File: config.mk
export PLATFORM = sky130hd
export DESIGN_NAME = regfile_cmd_seq
export DESIGN_NICKNAME = d
export VERILOG_FILES = /design/src/rtl/regfile_cmd_seq.sv
export SDC_FILE = /design/constraint.sdc
export NUM_CORES = 1
export LEC_CHECK = 0
export ABC_AREA = 1
export ABC_CLOCK_PERIOD_IN_PS = 1200
export CORE_MARGIN = 2
export CORE_UTILIZATION = 48
export DETAILED_ROUTE_END_ITERATION = 12
export GPL_ROUTABILITY_DRIVEN = 0
export GPL_TIMING_DRIVEN = 0
export PLACE_DENSITY = 0.82
export SLEW_MARGIN = 20
export SYNTH_ARGS = -nofsm -noshare
export SYNTH_HDL_FRONTEND = slang
export SYNTH_SLANG_ARGS = --single-unit
File: constraint.sdc
create_clock -name clk -period 1.2 [get_ports clk]
set_input_delay 0.18 -clock clk [delete_from_list [all_inputs] [get_ports clk]]
set_output_delay 0.18 -clock clk [all_outputs]
set_load 0.005 [all_outputs]
File: src/rtl/regfile_cmd_seq.sv
// Push-button command sequencer for the 16x4 register file.
// One debounced press per field; write transactions end with a commit strobe.
module regfile_cmd_seq #(
    parameter int DEBOUNCE_CYCLES = 16,
    parameter int CNT_W = 5
) (
    input  logic       clk,
    input  logic       rst_n,
    input  logic       btn,
    input  logic       mode,
    input  logic [3:0] sw,
    output logic [3:0] no,
    output logic       push1,
    output logic       push2,
    output logic       push3,
    output logic       push4,
    output logic       wenable,
    output logic       busy,
    output logic [1:0] phase,
    output logic       done
);

    typedef enum logic [1:0] {
        S_IDLE   = 2'd0,
        S_RD2    = 2'd1,
        S_WR2    = 2'd2,
        S_COMMIT = 2'd3
    } state_t;

    localparam logic [CNT_W-1:0] CNT_MAX = CNT_W'(DEBOUNCE_CYCLES - 1);

    logic             s1;
    logic             s2;
    logic [1:0]       warm;
    logic [CNT_W-1:0] cnt;
    logic             level;
    logic             level_d;
    logic             armed;
    logic             press;
    state_t           state;

    // warm marks when s2 holds a real sample, so a button held
    // through reset cannot arm the press detector
    always_ff @(posedge clk or negedge rst_n) begin
        if (!rst_n) begin
            s1      <= 1'b0;
            s2      <= 1'b0;
            warm    <= 2'b00;
            cnt     <= '0;
            level   <= 1'b0;
            level_d <= 1'b0;
            armed   <= 1'b0;
        end else begin
            s1      <= btn;
            s2      <= s1;
            warm    <= {warm[0], 1'b1};
            level_d <= level;
            if (s2 == level) begin
                cnt <= '0;
            end else if (cnt == CNT_MAX) begin
                cnt   <= '0;
                level <= ~level;
            end else begin
                cnt <= cnt + 1'b1;
            end
            if (!level && !s2 && warm[1]) begin
                armed <= 1'b1;
            end
        end
    end

    assign press = armed & level & ~level_d;
    assign phase = state;

    always_ff @(posedge clk or negedge rst_n) begin
        if (!rst_n) begin
            state   <= S_IDLE;
            no      <= 4'd0;
            push1   <= 1'b0;
            push2   <= 1'b0;
            push3   <= 1'b0;
            push4   <= 1'b0;
            wenable <= 1'b0;
            done    <= 1'b0;
            busy    <= 1'b0;
        end else begin
            push1   <= 1'b0;
            push2   <= 1'b0;
            push3   <= 1'b0;
            push4   <= 1'b0;
            wenable <= 1'b0;
            done    <= 1'b0;
            unique case (state)
                S_IDLE: begin
                    if (press) begin
                        no   <= sw;
                        busy <= 1'b1;
                        if (mode) begin
                            push3 <= 1'b1;
                            state <= S_WR2;
                        end else begin
                            push1 <= 1'b1;
                            state <= S_RD2;
                        end
                    end
                end
                S_RD2: begin
                    if (press) begin
                        no    <= sw;
                        push2 <= 1'b1;
                        done  <= 1'b1;
                        busy  <= 1'b0;
                        state <= S_IDLE;
                    end
                end
                S_WR2: begin
                    if (press) begin
                        no    <= sw;
                        push4 <= 1'b1;
                        state <= S_COMMIT;
                    end
                end
                S_COMMIT: begin
                    // two cycles here: the push4 cycle, then the commit
                    if (!wenable) begin
                        wenable <= 1'b1;
                        done    <= 1'b1;
                    end else begin
                        busy  <= 1'b0;
                        state <= S_IDLE;
                    end
                end
                default: state <= S_IDLE;
            endcase
        end
    end

endmodule

Word-level counts from Yosys, hierarchy flattened
Cells that the tools add are included.
{"block": "word_totals", "ff_bits": 25, "latchBits": 0, "mem_bits_rw": 0, "rom_bits": 0, "input_bits": 8, "out_inout_bits": 13, "word_cells": 66, "n_memories": 0}
{"block": "classes", "addsub": 1, "n_mul": 0, "div": 0, "magnitude_cmp": 0, "eq_ne": 9, "shift": 0, "n_mux": 24, "bitwise": 5, "n_reduce_logical": 11}
{"operator": "2-to-1 mux 1 bit", "count": 14}
{"operator": "2-to-1 mux 2 bit", "count": 5}
{"operator": "2-to-1 mux 5 bit", "count": 2}
{"operator": "!= test 2 bit (second input constant)", "count": 4}
{"operator": "one-hot mux 2 bit (4 select lines)", "count": 1}
{"operator": "AND reduction 4 bit", "count": 2}
{"operator": "adder 5 x 1 -> 5 bit (second input constant)", "count": 1}
{"operator": "equality test 5 x 4 -> 1 bit (second input constant)", "count": 1}
{"operator": "equality test 2 bit (second input constant)", "count": 2}
{"operator": "AND reduction 2 bit", "count": 2}
{"operator": "NOT 1 bit", "count": 3}
{"operator": "one-hot mux 1 bit (3 select lines)", "count": 1}
{"operator": "nonzero test 3 bit", "count": 1}
{"operator": "OR reduction 3 bit", "count": 1}
{"operator": "AND 1 bit", "count": 2}
{"operator": "equality test 2 x 1 -> 1 bit (second input constant)", "count": 1}
{"operator": "logical AND 1 bit", "count": 2}
{"operator": "zero test 1 bit", "count": 2}
{"operator": "zero test 2 bit", "count": 1}
{"operator": "one-hot mux 1 bit (2 select lines)", "count": 1}
{"operator": "equality test 1 bit", "count": 1}

Longest topological paths before layout
Gate-level depths: netlist of the first run.
{"block": "logic_depth", "depth_word": 4, "ltp_mapped": 6, "mapped_depth_nobuf": 6}

Worst setup path before layout of the first run
No wires, ideal clock.
{"block": "synth_path", "path_kind": "reg2reg", "startpoint": "register level", "endpoint": "register level", "setup_ps": 117, "arrival_time_ps": 957, "t_required_ps": 1083, "path_slack_ps": 126, "stages_incl_launch_ff": 6, "path_buffers": 0, "synth_period_minus_slack_ps": 1074, "path_cell_list": "dfrtp_1 -> inv_1 -> ha_1 -> nand3_1 -> nand2_1 -> nand2_1"}
{"block": "synth_via", "elab_chain_len": 3, "word_cells_on_any_way": 4, "classes_between": "1 x eq/ne; 2 x bitwise; 1 x reduce/logical"}
{"element": "from (decl)", "line_no": "36", "text": "logic level;"}
{"element": "from (signal assigned)", "line_no": "62", "text": "level <= ~level;"}
{"element": "equality test 1 bit", "line_no": "58", "text": "if (s2 == level) begin"}
{"element": "NOT 1 bit (no line)"}
{"element": "AND reduction 2 bit (no line)"}
Several ways; a longest one is shown, not always the timed one.
A chain may end at the register's enable or synchronous reset.

Worst setup path in the final report of the first run
{"block": "layout_path", "startpoint": "register no[0]", "endpoint": "output no[0]"}
{"element": "from (decl)", "line_no": "12", "text": "output logic [3:0] no,"}
{"element": "from (signal assigned)", "line_no": "96", "text": "no <= sw;"}
{"element": "from (signal assigned)", "line_no": "109", "text": "no <= sw;"}
{"element": "from (signal assigned)", "line_no": "118", "text": "no <= sw;"}
No word-level cell between the ends.

==> results of run 1 <==
==> metrics by stage <==
stage / util [%] / setup TNS, ns / cell area (um^2) / std cells / hold slack (ns)
after floorplan: - / 0 / 983 / 93 / -0.116
after global placement: 62.7 / -7.14 / 1220 / 140 / 0.333
after detailed placement: 62.7 / -8.09 / 1220 / 140 / 0.335
after CTS: 64.8 / 0 / 1260 / 148 / 0.281
after global routing: 66.5 / -0.118 / 1290 / 150 / 0.307
final: 66.5 / 0 / 1290 / 150 / 0.296
==> area by class of cell <==
type                    instances  area, um^2
flip-flops and latches         25         626
clock buffers                   4        26.3
fillers                       158         651
repair buffers                 26         230
multi-input cells              58         338
well taps                      27        33.8
inverters                      10        37.5
==> cells by family after synthesis <==
group,Yosys count,share of synthesized area [%]
other,1,0.381
flip-flops,25,63.6
buffers and inverters,10,3.82
AO/OA/AOI/OAI,8,5.60
AND/OR/NAND/NOR,47,24.0
adder cells (fa/ha/maj),2,2.54
==> how the worst min path moves through the flow <==
stage | startpoint | endpoint | cells past startpoint
2_1_floorplan | rst_n | armed | 0
3_3_place_gp | s1 | s2 | 0
3_5_place_dp | warm[0] | warm[1] | 0
4_1_cts | btn | s1 | 1
5_1_grt | btn | s1 | 1
6_report | btn | s1 | 1
==> power groups by stage <==
stage / clock network (mW) / registers (mW) / logic (mW)
after global placement: 0 / 0.889 / 0.0752
after floorplan: 0 / 0.888 / 0.0238
final: 0.358 / 0.877 / 0.0857
after CTS: 0.378 / 0.873 / 0.0769
after global routing: 0.402 / 0.880 / 0.0997
after detailed placement: 0 / 0.890 / 0.0771
==> state kept, by name (all words and copies together) (netlist names) <==
| signal | flops |
|---|---|
| armed | 1 |
| busy | 1 |
| cnt | 5 |
| done | 1 |
| level | 1 |
| level_d | 1 |
| no | 4 |
| phase | 2 |
| push1 | 1 |
| push2 | 1 |
| push3 | 1 |
| push4 | 1 |
| s1 | 1 |
| s2 | 1 |
| warm | 2 |
| wenable | 1 |
==> synthesized netlist by cell type <==
library cell  count
nor2_8            1
dfrtp_1          25
o21ai_1           1
conb_1            1
nand3_2           2
nor2_1            7
nand3_1           8
o211ai_1          1
nor3_1            1
nor2_2            2
o22ai_1           1
a21o_1            2
nand2_2           4
nand4_1           2
inv_1             7
nand2_1          20
ha_1              2
a21oi_1           2
inv_2             3
a21boi_2          1
==> per-layer routing <==
| layer | up-vias | wire length, um |
|---|---|---|
| li1 | 355 | - |
| met1 | 340 | 721 |
| met2 | 8 | 988 |
| met3 | 2 | 41 |
| met4 | 0 | 14 |
| met5 | - | 0 |
==> what timing repair did <==
action,CTS,global route
gates resized for setup,13,7
hold buffers,0,1
setup endpoints to repair,14,7
endpoints found under the hold margin,0,25
setup buffers,4,1
pin swaps,0,2
==> out/metrics.yaml, run 1 <==
design_power_total_mw: 1.32
worstSetupPathDepth: 1
drive_gt1_share_pct: 20.3
wire_per_inst_um: 11.8
hold_path_class: "primary input to flop"
grt_usage_pct: 17.0
cp_slowest_cell: "dfrtp_1"
coreArea_mm2: 0.00194
clk_latency_ns: 0.31
drt-total-wl_um: 1770
port-buffer-count: 20
top_usage_layer: "met2"
via_per_inst: 4.70
p_int_mw: 1.03
layout_min_cycle_time_ns: 1.15
max_freq_mhz: 867
critical_path.endpoint: "no[0]"
antenna_cells: 0
clock_path_buffers: 2
rows: 16
grt_max_degree: 26
ys_types: 20
power.leakage_nw: 0.630
synth_cells: 93
drc_errors: 0
synth_top_cell_by_area: "dfrtp_1"
grt_use_met2_pct: 32.7
place_ws_ns: -0.324
min_period_over_period_pct: 96.1
power_density_mw_per_mm2: 1020
endpoint_kind: "output pin"
antenna_found_initial: 0
worstMarginPinSlew_ns: 0.541
r2r_end: "cnt[3]"
cts_buffers: 3
drt_first_pass_iters: 4
clockPowerShare_pct: 27.1
yosysWarnings: 0
ys_seq_elements: 25
worst-r2r-cell-count: 6
relSlewSlack_pct: 63.9
layout.nets: 134
timing.rr.start: "cnt[0]"
clock-skew-final_ns: 0.00589
cp_top_family: "flip-flops"
required_ns: 1.02
grt_pass1_wl_um: 3070
finalMaxSlewViolations: 0
power.share.sequential_pct: 66.4
vdd_ir_drop_max_uv: 712
dieArea_mm2: 0.00243
overflow: 0
die_h_um: 49.3
drt.antenna.violating_nets: 0
hpwl_um: 1200
start_util_pct: 50.6
synth_nets: 103
max_stage_delay_ns: 0.40
htreeDepth: 1
switchingPower_uw: 286
setup_viol: 0
final_common_cell: "dfrtp_1"
synth.area.top_cells: "dfrtp_1 (64%), nand2_1 (7.6%), nand3_1 (4.1%)"
cts.sinks: 25
worstPathArrival_ns: 0.97
ioPinCount: 21
ys_seq_area_share_pct: 63.6
comb_power_share_pct: 6.5
die_w_um: 49.3
first_global_vias: 764
setup_ws_ns: 0.0472
swShare_pct: 21.6
avgSynthCellArea_um2: 10.6
layout_common_cells: "dfrtp_1 (25), nand2_1 (18), dlygate4sd2_1 (10), nand3_1 (8)"
cts_tree: "done"
path_cells: "dlygate4sd2_1"
rrSetupSlack_ns: 0.05
clkTransAtPathRegs_ns: 0.13
grtUsageMet1_pct: 17.5
syn_area_um2: 983
cp_max_fo: 2
worst-path-buf-inv: 1
critPathLaunchType: "flop"
clock-root-buffer: "clkbuf_4"
grt_util_met3_pct: 2.15
hold_viol_final: 0
vias: 705
drt_iter0_drc: 10
synth_top_area_share_pct: 63.6
drv_cap: 0
cp-startpoint: "no[0]"
critPathKind: "flop to output pin"
outcome: "finished, final reports clean"
area_delta_synth_final_pct: 31.3
Power figures use the tool's default switching activity.
==> run 2, diff against run 1 <==
CTS_CLUSTER_DIAMETER = 80   (was not set)
==> results of run 2 <==
Same layout as run 1: the final DEF is identical, and so are final timing and power.
